===== src/rtl/digital_in_pkg.sv =====
// digital_in_pkg: command codes, FSM encodings and report word layout shared by digital_in
package digital_in_pkg;
    localparam int DEF_CMD_CONFIG_DIGITAL_IN = 5;
    localparam int DEF_CMD_QUERY_DIGITAL_IN = 6;
    localparam int W1_VALUE_BIT = 0;
    localparam int W1_OVERRUN_BIT = 1;
    typedef enum logic [1:0] {IDLE, CFG_1, QRY_1, QRY_2} cmd_state_e;
    typedef enum logic [2:0] {R_IDLE, R_REQ, R_W0, R_W1, R_W2} rep_state_e;
endpackage


===== src/rtl/digital_in_sync_2ff.sv =====
// sync_2ff: W-bit two-flop synchronizer for asynchronous inputs
module sync_2ff #(
    parameter int W = 8
) (
    input  logic         clk,
    input  logic         rst,
    input  logic [W-1:0] d,
    output logic [W-1:0] q
);
    logic [W-1:0] meta;
    always_ff @(posedge clk) begin
        if (rst) begin
            meta <= '0;
            q <= '0;
        end else begin
            meta <= d;
            q <= meta;
        end
    end
endmodule


===== src/rtl/digital_in.sv =====
// digital_in: periodic sampling of gpio pins with change reports sent over the involuntary channel
module digital_in
    import digital_in_pkg::*;
#(
    parameter int NGPIO = 8,
    parameter int CMD_BITS = 8,
    parameter int CMD_CONFIG_DIGITAL_IN = DEF_CMD_CONFIG_DIGITAL_IN,
    parameter int CMD_QUERY_DIGITAL_IN = DEF_CMD_QUERY_DIGITAL_IN
) (
    input  logic                clk,
    input  logic                rst,
    input  logic [31:0]         systime,
    input  logic [31:0]         arg_data,
    output logic                arg_advance,
    input  logic [CMD_BITS-1:0] cmd,
    input  logic                cmd_ready,
    output logic                cmd_done,
    output logic [31:0]         param_data,
    output logic                param_write,
    output logic                invol_req,
    input  logic                invol_grant,
    input  logic [NGPIO-1:0]    gpio_in
);
    localparam int CW = NGPIO > 1 ? $clog2(NGPIO) : 1;

    cmd_state_e state, state_n;
    rep_state_e rstate, rstate_n;
    logic [CW-1:0] channel, last_rep, sel, tx_ch;
    logic [NGPIO-1:0] synced, value, invert, last, first, pending, overrun, hit, qwr, clr;
    logic [31:0] next_time [NGPIO];
    logic [31:0] rest_ticks [NGPIO];
    logic [31:0] stamp [NGPIO];
    logic [31:0] tx_stamp, data_q, word, w1;
    logic tx_val, tx_ovr, take, known, done_n;

    function automatic logic [CW-1:0] rr_pick(input logic [NGPIO-1:0] p, input logic [CW-1:0] from);
        logic [CW-1:0] k;
        rr_pick = from;
        for (int i = NGPIO; i >= 1; i--) begin
            k = CW'((int'(from) + i) % NGPIO);
            if (p[k]) rr_pick = k;
        end
    endfunction

    sync_2ff #(.W(NGPIO)) u_sync (.clk(clk), .rst(rst), .d(gpio_in), .q(synced));

    assign value = synced ^ invert;
    assign arg_advance = 1'b1;

    always_ff @(posedge clk) begin
        if (rst) begin
            state <= IDLE;
            rstate <= R_IDLE;
        end else begin
            state <= state_n;
            rstate <= rstate_n;
        end
    end

    always_comb begin
        known = cmd == CMD_BITS'(CMD_CONFIG_DIGITAL_IN) || cmd == CMD_BITS'(CMD_QUERY_DIGITAL_IN);
        state_n = state == IDLE ? (!cmd_ready ? IDLE :
                                   cmd == CMD_BITS'(CMD_CONFIG_DIGITAL_IN) ? CFG_1 :
                                   cmd == CMD_BITS'(CMD_QUERY_DIGITAL_IN) ? QRY_1 : IDLE) :
                  state == QRY_1 ? QRY_2 : IDLE;
        done_n = state == CFG_1 || state == QRY_2 || (state == IDLE && cmd_ready && !known);
        rstate_n = rstate == R_IDLE ? (|pending ? R_REQ : R_IDLE) :
                   rstate == R_REQ ? (invol_grant ? R_W0 : R_REQ) :
                   rstate == R_W0 ? R_W1 :
                   rstate == R_W1 ? R_W2 : R_IDLE;
        w1 = '0;
        w1[W1_VALUE_BIT] = tx_val;
        w1[W1_OVERRUN_BIT] = tx_ovr;
        word = rstate == R_W0 ? 32'(tx_ch) : rstate == R_W1 ? w1 : tx_stamp;
        invol_req = rstate == R_REQ;
        param_write = rstate == R_W0 || rstate == R_W1 || rstate == R_W2;
        param_data = param_write ? word : data_q;
        sel = rr_pick(pending, last_rep);
        take = rstate == R_IDLE && |pending;
        for (int c = 0; c < NGPIO; c++) begin
            hit[c] = rest_ticks[c] != 0 && systime == next_time[c];
            qwr[c] = (state == QRY_1 || state == QRY_2) && channel == CW'(c);
            clr[c] = take && sel == CW'(c);
        end
    end

    // A query write to a channel takes precedence over that channel's sample in the same cycle
    always_ff @(posedge clk) begin
        if (rst) begin
            channel <= '0;
            last_rep <= '0;
            cmd_done <= 1'b0;
            data_q <= '0;
            tx_ch <= '0;
            tx_val <= 1'b0;
            tx_ovr <= 1'b0;
            tx_stamp <= '0;
            invert <= '0;
            last <= '0;
            first <= '0;
            pending <= '0;
            overrun <= '0;
            for (int c = 0; c < NGPIO; c++) begin
                next_time[c] <= '0;
                rest_ticks[c] <= '0;
                stamp[c] <= '0;
            end
        end else begin
            cmd_done <= done_n;
            if (state == IDLE && cmd_ready) channel <= arg_data[CW-1:0];
            if (state == CFG_1) invert[channel] <= arg_data[0];
            if (param_write) data_q <= word;
            if (take) begin
                tx_ch <= sel;
                tx_val <= last[sel];
                tx_ovr <= overrun[sel];
                tx_stamp <= stamp[sel];
                last_rep <= sel;
            end
            for (int c = 0; c < NGPIO; c++) begin
                if (clr[c]) begin
                    pending[c] <= 1'b0;
                    overrun[c] <= 1'b0;
                end
                if (qwr[c] && state == QRY_1) begin
                    next_time[c] <= arg_data;
                end else if (qwr[c]) begin
                    rest_ticks[c] <= arg_data;
                    first[c] <= 1'b1;
                    pending[c] <= 1'b0;
                    overrun[c] <= 1'b0;
                end else if (hit[c]) begin
                    next_time[c] <= next_time[c] + rest_ticks[c];
                    if (first[c] || value[c] != last[c]) begin
                        pending[c] <= 1'b1;
                        overrun[c] <= (overrun[c] | pending[c]) & ~clr[c];
                        last[c] <= value[c];
                        stamp[c] <= systime;
                        first[c] <= 1'b0;
                    end
                end
            end
        end
    end
endmodule


===== config.mk =====
export PLATFORM = sky130hd
export DESIGN_NAME = digital_in
export DESIGN_NICKNAME = d
export VERILOG_FILES = /design/src/rtl/digital_in_pkg.sv /design/src/rtl/digital_in_sync_2ff.sv /design/src/rtl/digital_in.sv
export SDC_FILE = /design/constraint.sdc
export NUM_CORES = 2
export LEC_CHECK = 0
export ABC_AREA = 1
export CAP_MARGIN = 30
export CORE_ASPECT_RATIO = 2
export CORE_MARGIN = 2
export CORE_UTILIZATION = 42
export CTS_BUF_LIST = sky130_fd_sc_hd__clkbuf_8 sky130_fd_sc_hd__clkbuf_16
export DETAILED_ROUTE_END_ITERATION = 6
export PLACE_DENSITY = 0.61
export SYNTH_ARGS = -nofsm -noshare
export SYNTH_HDL_FRONTEND = slang
export SYNTH_SLANG_ARGS = --single-unit

===== constraint.sdc =====
create_clock -name clk -period 9.3 [get_ports clk]
set_input_delay 0.93 -clock clk [delete_from_list [all_inputs] [get_ports clk]]
set_output_delay 0.93 -clock clk [all_outputs]
set_load 0.005 [all_outputs]

Word level (Yosys, flattened, before mapping):

Memories as Yosys holds them, arrays and structs flattened. A register that Yosys moved wholly into a read port is not among the register bits.
Index checks and enable logic that the tools add are counted.

* register bits after elaboration: 102
* bits in writable memories: 768
* input port bits: 84
* output and inout bits: 36
* word-level logic and storage cells: 594
* memories kept: 3

* add/subtract/negate cells: 16
* order comparisons: 11
* equal/unequal tests: 39
* multiplexer cells: 327
* bitwise gates (word level): 73
* reductions and logical operators: 96

Memories
* next_time: depth 8, bits a word 32, read ports 8, clocked after Yosys merged registers in 0, wr ports 8, line digital_in.sv:30 `logic [31:0] next_time [NGPIO];`
* rest_ticks: depth 8, bits a word 32, read ports 8, clocked after Yosys merged registers in 0, wr ports 8, line digital_in.sv:31 `logic [31:0] rest_ticks [NGPIO];`
* stamp: depth 8, bits a word 32, read ports 1, clocked after Yosys merged registers in 1, wr ports 8, line digital_in.sv:32 `logic [31:0] stamp [NGPIO];`

Operator list (number)
* 32-bit 2-to-1 mux: 35
* 1-bit 2-to-1 mux: 262
* 32-bit adder: 8
* 32-bit equality test: 8
* 32-bit nonzero test: 8
* 3-bit by 4-bit less-than comparator with 1-bit output, second input constant: 10
* 1-bit bitwise OR: 40
* 1-bit logical AND: 36
* 3-bit 2-to-1 mux: 12
* 4-bit AND reduction: 8
* 2-bit nonzero test: 16
* 1-bit binary-select mux with 3-bit select: 10
* 3-bit equality test, second input constant: 9
* 1-bit inverter: 24
* 3-bit AND reduction: 8
* 3-bit by 2-bit equality test with 1-bit output, second input constant: 6
* 8-bit by 3-bit equality test with 1-bit output, second input constant: 2
* 1-bit logical OR: 14
* 3-bit adder, second input constant: 4
* 2-bit 2-to-1 mux: 6
* 3-bit by 1-bit equality test with 1-bit output, second input constant: 3
* 3-bit zero test: 3
* 1-bit AND: 8
* 8-bit bitwise mux: 1
* 11 further kinds: 21

Longest topological paths before layout:

* depth in word-level cells: 19
* depth in mapped cells: 25
* gate-level depth less buffers: 22

Hierarchy:

A second synthesis with hierarchy kept.

* cells, all modules: 6491
* area, all modules: 54686.2 um^2

Modules (own cells, without submodules)
* digital_in: times used 1, cells each 6441, area each 54212.0 um^2, seq. area each 25424.4 um^2
* sync_2ff: times used 1, cells each 50, area each 474.2 um^2, seq. area each 320.3 um^2

Worst setup path before layout:

Ideal clock, no wire load.

* path kind: input -> register
* start: input port systime[21]
* end: memory stamp[6][0], enable pin
* library setup time: 468 ps
* arrival time: 4567 ps
* data required time: 8832 ps
* slack: 4265 ps
* stages on the path: 10
* path buffers: 2
* cell sequence: buf_2 -> inv_2 -> buf_4 -> or2_2 -> nand3_1 -> or2_1 -> nor4_1 -> nor3b_1 -> nand4_1 -> o21ai_0

RTL lines
* from (decl): line digital_in.sv:12 `input logic [31:0] systime,`
* to (decl): line digital_in.sv:32

==> out/metrics.yaml <==
fin_nets: 6980
grt_start_max_net_pins: 72
crit_slowest_cell: "dfxtp_1"
ys_ff_latch: 902
clock_path_buffers: 3
tightest_slew_ps: 1120
tritoncts: "built"
grt_pass1_vias: 48800
grt.overflow.total: 0
layout_setup_ws_ps: 4330
finalCritPeriodShare: 0.534
synthCells: 6522
cpMostUsedCell: "nand2_1"
hold_viol_final: 0
syn_avg_cell_area_sq_um: 8.44
hp-class: "flip-flop to flip-flop"
syn_area_sq_um: 55000
antenna_left: 0
grt_use_total: 0.378
row_count: 187
synth_top_area_share: 0.419
slew_headroom: 0.249
wirelength_mm: 255
instances_no_fill: 8429
drive_above_1_share: 0.0608
nFillCells: 12700
start_kind: "flip-flop"
path_max_fanout: 60
drc: 0
synth_top_cell_by_area: "edfxtp_1"
final_area_sq_um: 61500
design.die.area_sq_um: 134000
end_kind: "flip-flop"
ys_types: 67
hold_buffers: 0
gp_congestion: 1.03
path_cells: "inv_2 -> ha_1 -> inv_2 -> nand3_1 -> nand3_1 -> nand2_1 -> nand2_1 -> nand2_1 -> nand2_1 -> nand2_1 -> nand2_2 -> nand2_2 -> nand2_4 -> buf_4 -> buf_4 -> nand3_1 -> nand2_1 -> nand2_1 -> nand2_1 -> nand2_1 -> nand3_1 -> nand2_1 -> inv_1"
clock_skew_ps: 74.3
p_per_area_nw_per_um2: 159
start_util: 0.424
antenna_found_initial: 10
dp_cells: 8246
cts_buffers: 87
cts_resized: 0
p_leak_nw: 25.5
area_growth_pct: 11.8
setup_tns_ps: 0
fmax_ghz: 0.201
num_io_pins: 120
synth_area_leaders: "edfxtp_1 42%, nand2_1 8.9%, nor2_1 5.8%, ha_1 5.7%, dfxtp_1 4.9%"
vias: 49600
dr.pass1.iters: 5
setup_viol: 0
synth-main-ff-cell: "edfxtp_1"
ys.warnings.count: 0
die_y_um: 516
root_buffer: "clkbuf_16"
slew_violations: 0
clock_sinks: 902
viasPerCell: 5.88
grt_pass1_wl_mm: 353
wl_per_cell_um: 30.3
outcome: "complete, no violations"
postSynth.asyncResetShare: 0
synth_nets: 6864
critPathKind: "flip-flop to flip-flop"
min_period_ps: 4970
synth-edff-count: 768
rsz0062_at_grt: "false"
cts.reportedPaths.clkPinSlew_ps: 70
cts_htree_levels: 3
clk-insertion-delay-late_ps: 770
cap_violations: 0
peakVddDrop_v: 0.000144
cp.required_ps: 9980
max_stage_delay_ps: 750
core_area_sq_um: 130000
crit_arrival_ps: 5650
die_w_um: 260
numPortBuffers: 118
dpl_cell_area_sq_um: 58500
dp_slack_ps: 3850
drt-initial-drc-count: 4538
hpwl_mm: 192
cts_setup_buffers: 0
yosysSeqAreaShare: 0.468
==> cells in the final DEF, fill, tap and decap left out, drive strengths merged, types with 10 or more instances in the layout <==
master	Yosys	routed
nand2	1312	1312
nor2	854	854
edfxtp	768	768
inv	670	693
a21oi	457	457
o21ai	455	455
nand3	348	348
ha	250	250
xnor2	235	235
xor2	170	170
buf	139	143
dfxtp	134	134
clkdlybuf4s50	0	117
nor4	113	113
nand4	107	107
clkbuf	94	88
o22ai	69	69
nor3	61	61
or2	56	56
clkinv	9	45
a21o	25	25
diode	0	19
o211ai	19	19
a21boi	18	18
a211oi	17	17
o21a	16	16
o21bai	16	16
a31oi	14	14
nor3b	10	10
==> cells by family (layout without fill, tap and decap cells) <==
logic type | Yosys count | in the layout | synth area share
other | 1 | 20 | 0.0000682
AO/OA/AOI/OAI | 1148 | 1148 | 0.114
flip-flops | 902 | 902 | 0.468
buffers and inverters | 912 | 1099 | 0.0676
XOR/XNOR | 405 | 405 | 0.0646
multiplexers | 8 | 8 | 0.00146
adder cells (fa/ha/maj) | 258 | 258 | 0.0598
AND/OR/NAND/NOR | 2888 | 2888 | 0.224
==> cells in the mapped netlist, drive strengths merged (8+ instances only) <==
| library cell | number |
|---|---|
| nand2 | 1312 |
| nor2 | 854 |
| edfxtp | 768 |
| inv | 670 |
| a21oi | 457 |
| o21ai | 455 |
| nand3 | 348 |
| ha | 250 |
| xnor2 | 235 |
| xor2 | 170 |
| buf | 139 |
| dfxtp | 134 |
| nor4 | 113 |
| nand4 | 107 |
| clkbuf | 94 |
| o22ai | 69 |
| nor3 | 61 |
| or2 | 56 |
| a21o | 25 |
| o211ai | 19 |
| a21boi | 18 |
| a211oi | 17 |
| o21a | 16 |
| o21bai | 16 |
| a31oi | 14 |
| nor3b | 10 |
| and2 | 9 |
| clkinv | 9 |
| nand3b | 9 |
| o2111ai | 9 |
| fa | 8 |
| mux2i | 8 |
| o31ai | 8 |
==> critical path: cells and delay by family, from the launching register on <==
family	cells	cell delay (ps)
adders and majority gates	1	460
DFF	1	750
and+or+nand+nor	17	1780
buffers and inverters	5	1830
==> path summary, 6_finish.rpt <==
path	cells past startpoint	slack [ps]	end	start
worst min register to register	2	410	u_sync.q[5]$_SDFF_PP0_	u_sync.meta[5]$_SDFF_PP0_
worst max register to register	23	4330	tx_stamp[7]$_SDFFE_PP0P_	tx_ch[0]$_SDFFE_PP0P_
worst min-delay path	2	410	u_sync.q[5]$_SDFF_PP0_	u_sync.meta[5]$_SDFF_PP0_
worst max-delay path	23	4330	tx_stamp[7]$_SDFFE_PP0P_	tx_ch[0]$_SDFFE_PP0P_
==> state kept, by name, indices dropped and copies added (netlist names), 32 cells and up <==
register    count
data_q         32
next_time     256
rest_ticks    256
stamp         256
tx_stamp       32
==> per-stage QoR <==
stage | total power, W | utilization | hold slack, ps
final | 0.00976 | 0.474 | 409
after global routing | 0.0100 | 0.473 | 434
after CTS | 0.00975 | 0.473 | 412
after detailed placement | 0.00606 | 0.451 | 403
after global placement | 0.00605 | 0.448 | 398
after floorplan | 0.00544 | - | 388
==> layout make-up <==
cell class	instances	area [sq um]	share of cell area
multi-input combinational	4708	25700	0.417
clock buffer	88	2190	0.0356
antenna	19	47.5	0.000773
inverter	679	2550	0.0415
sequential	902	25700	0.419
clock inverter	72	682	0.0111
tap	1701	2130	0.0346
timing repair buffer	260	2500	0.0407
==> where the power goes <==
part	internal (W)	switching, W
Clock	0.00193	0.00181
Combinational	0.000402	0.000931
Sequential	0.00453	0.000154
Total	0.00687	0.00289
==> layer usage <==
metal  up-vias  track usage  share of wire
li1      22400            -              -
met1     24000        0.390           0.33
met2      2350        0.650           0.49
met3       805       0.0591          0.064
met4         8        0.356           0.11
met5         -            0        0.00021
No activity file was read; power rests on OpenSTA's default activity.
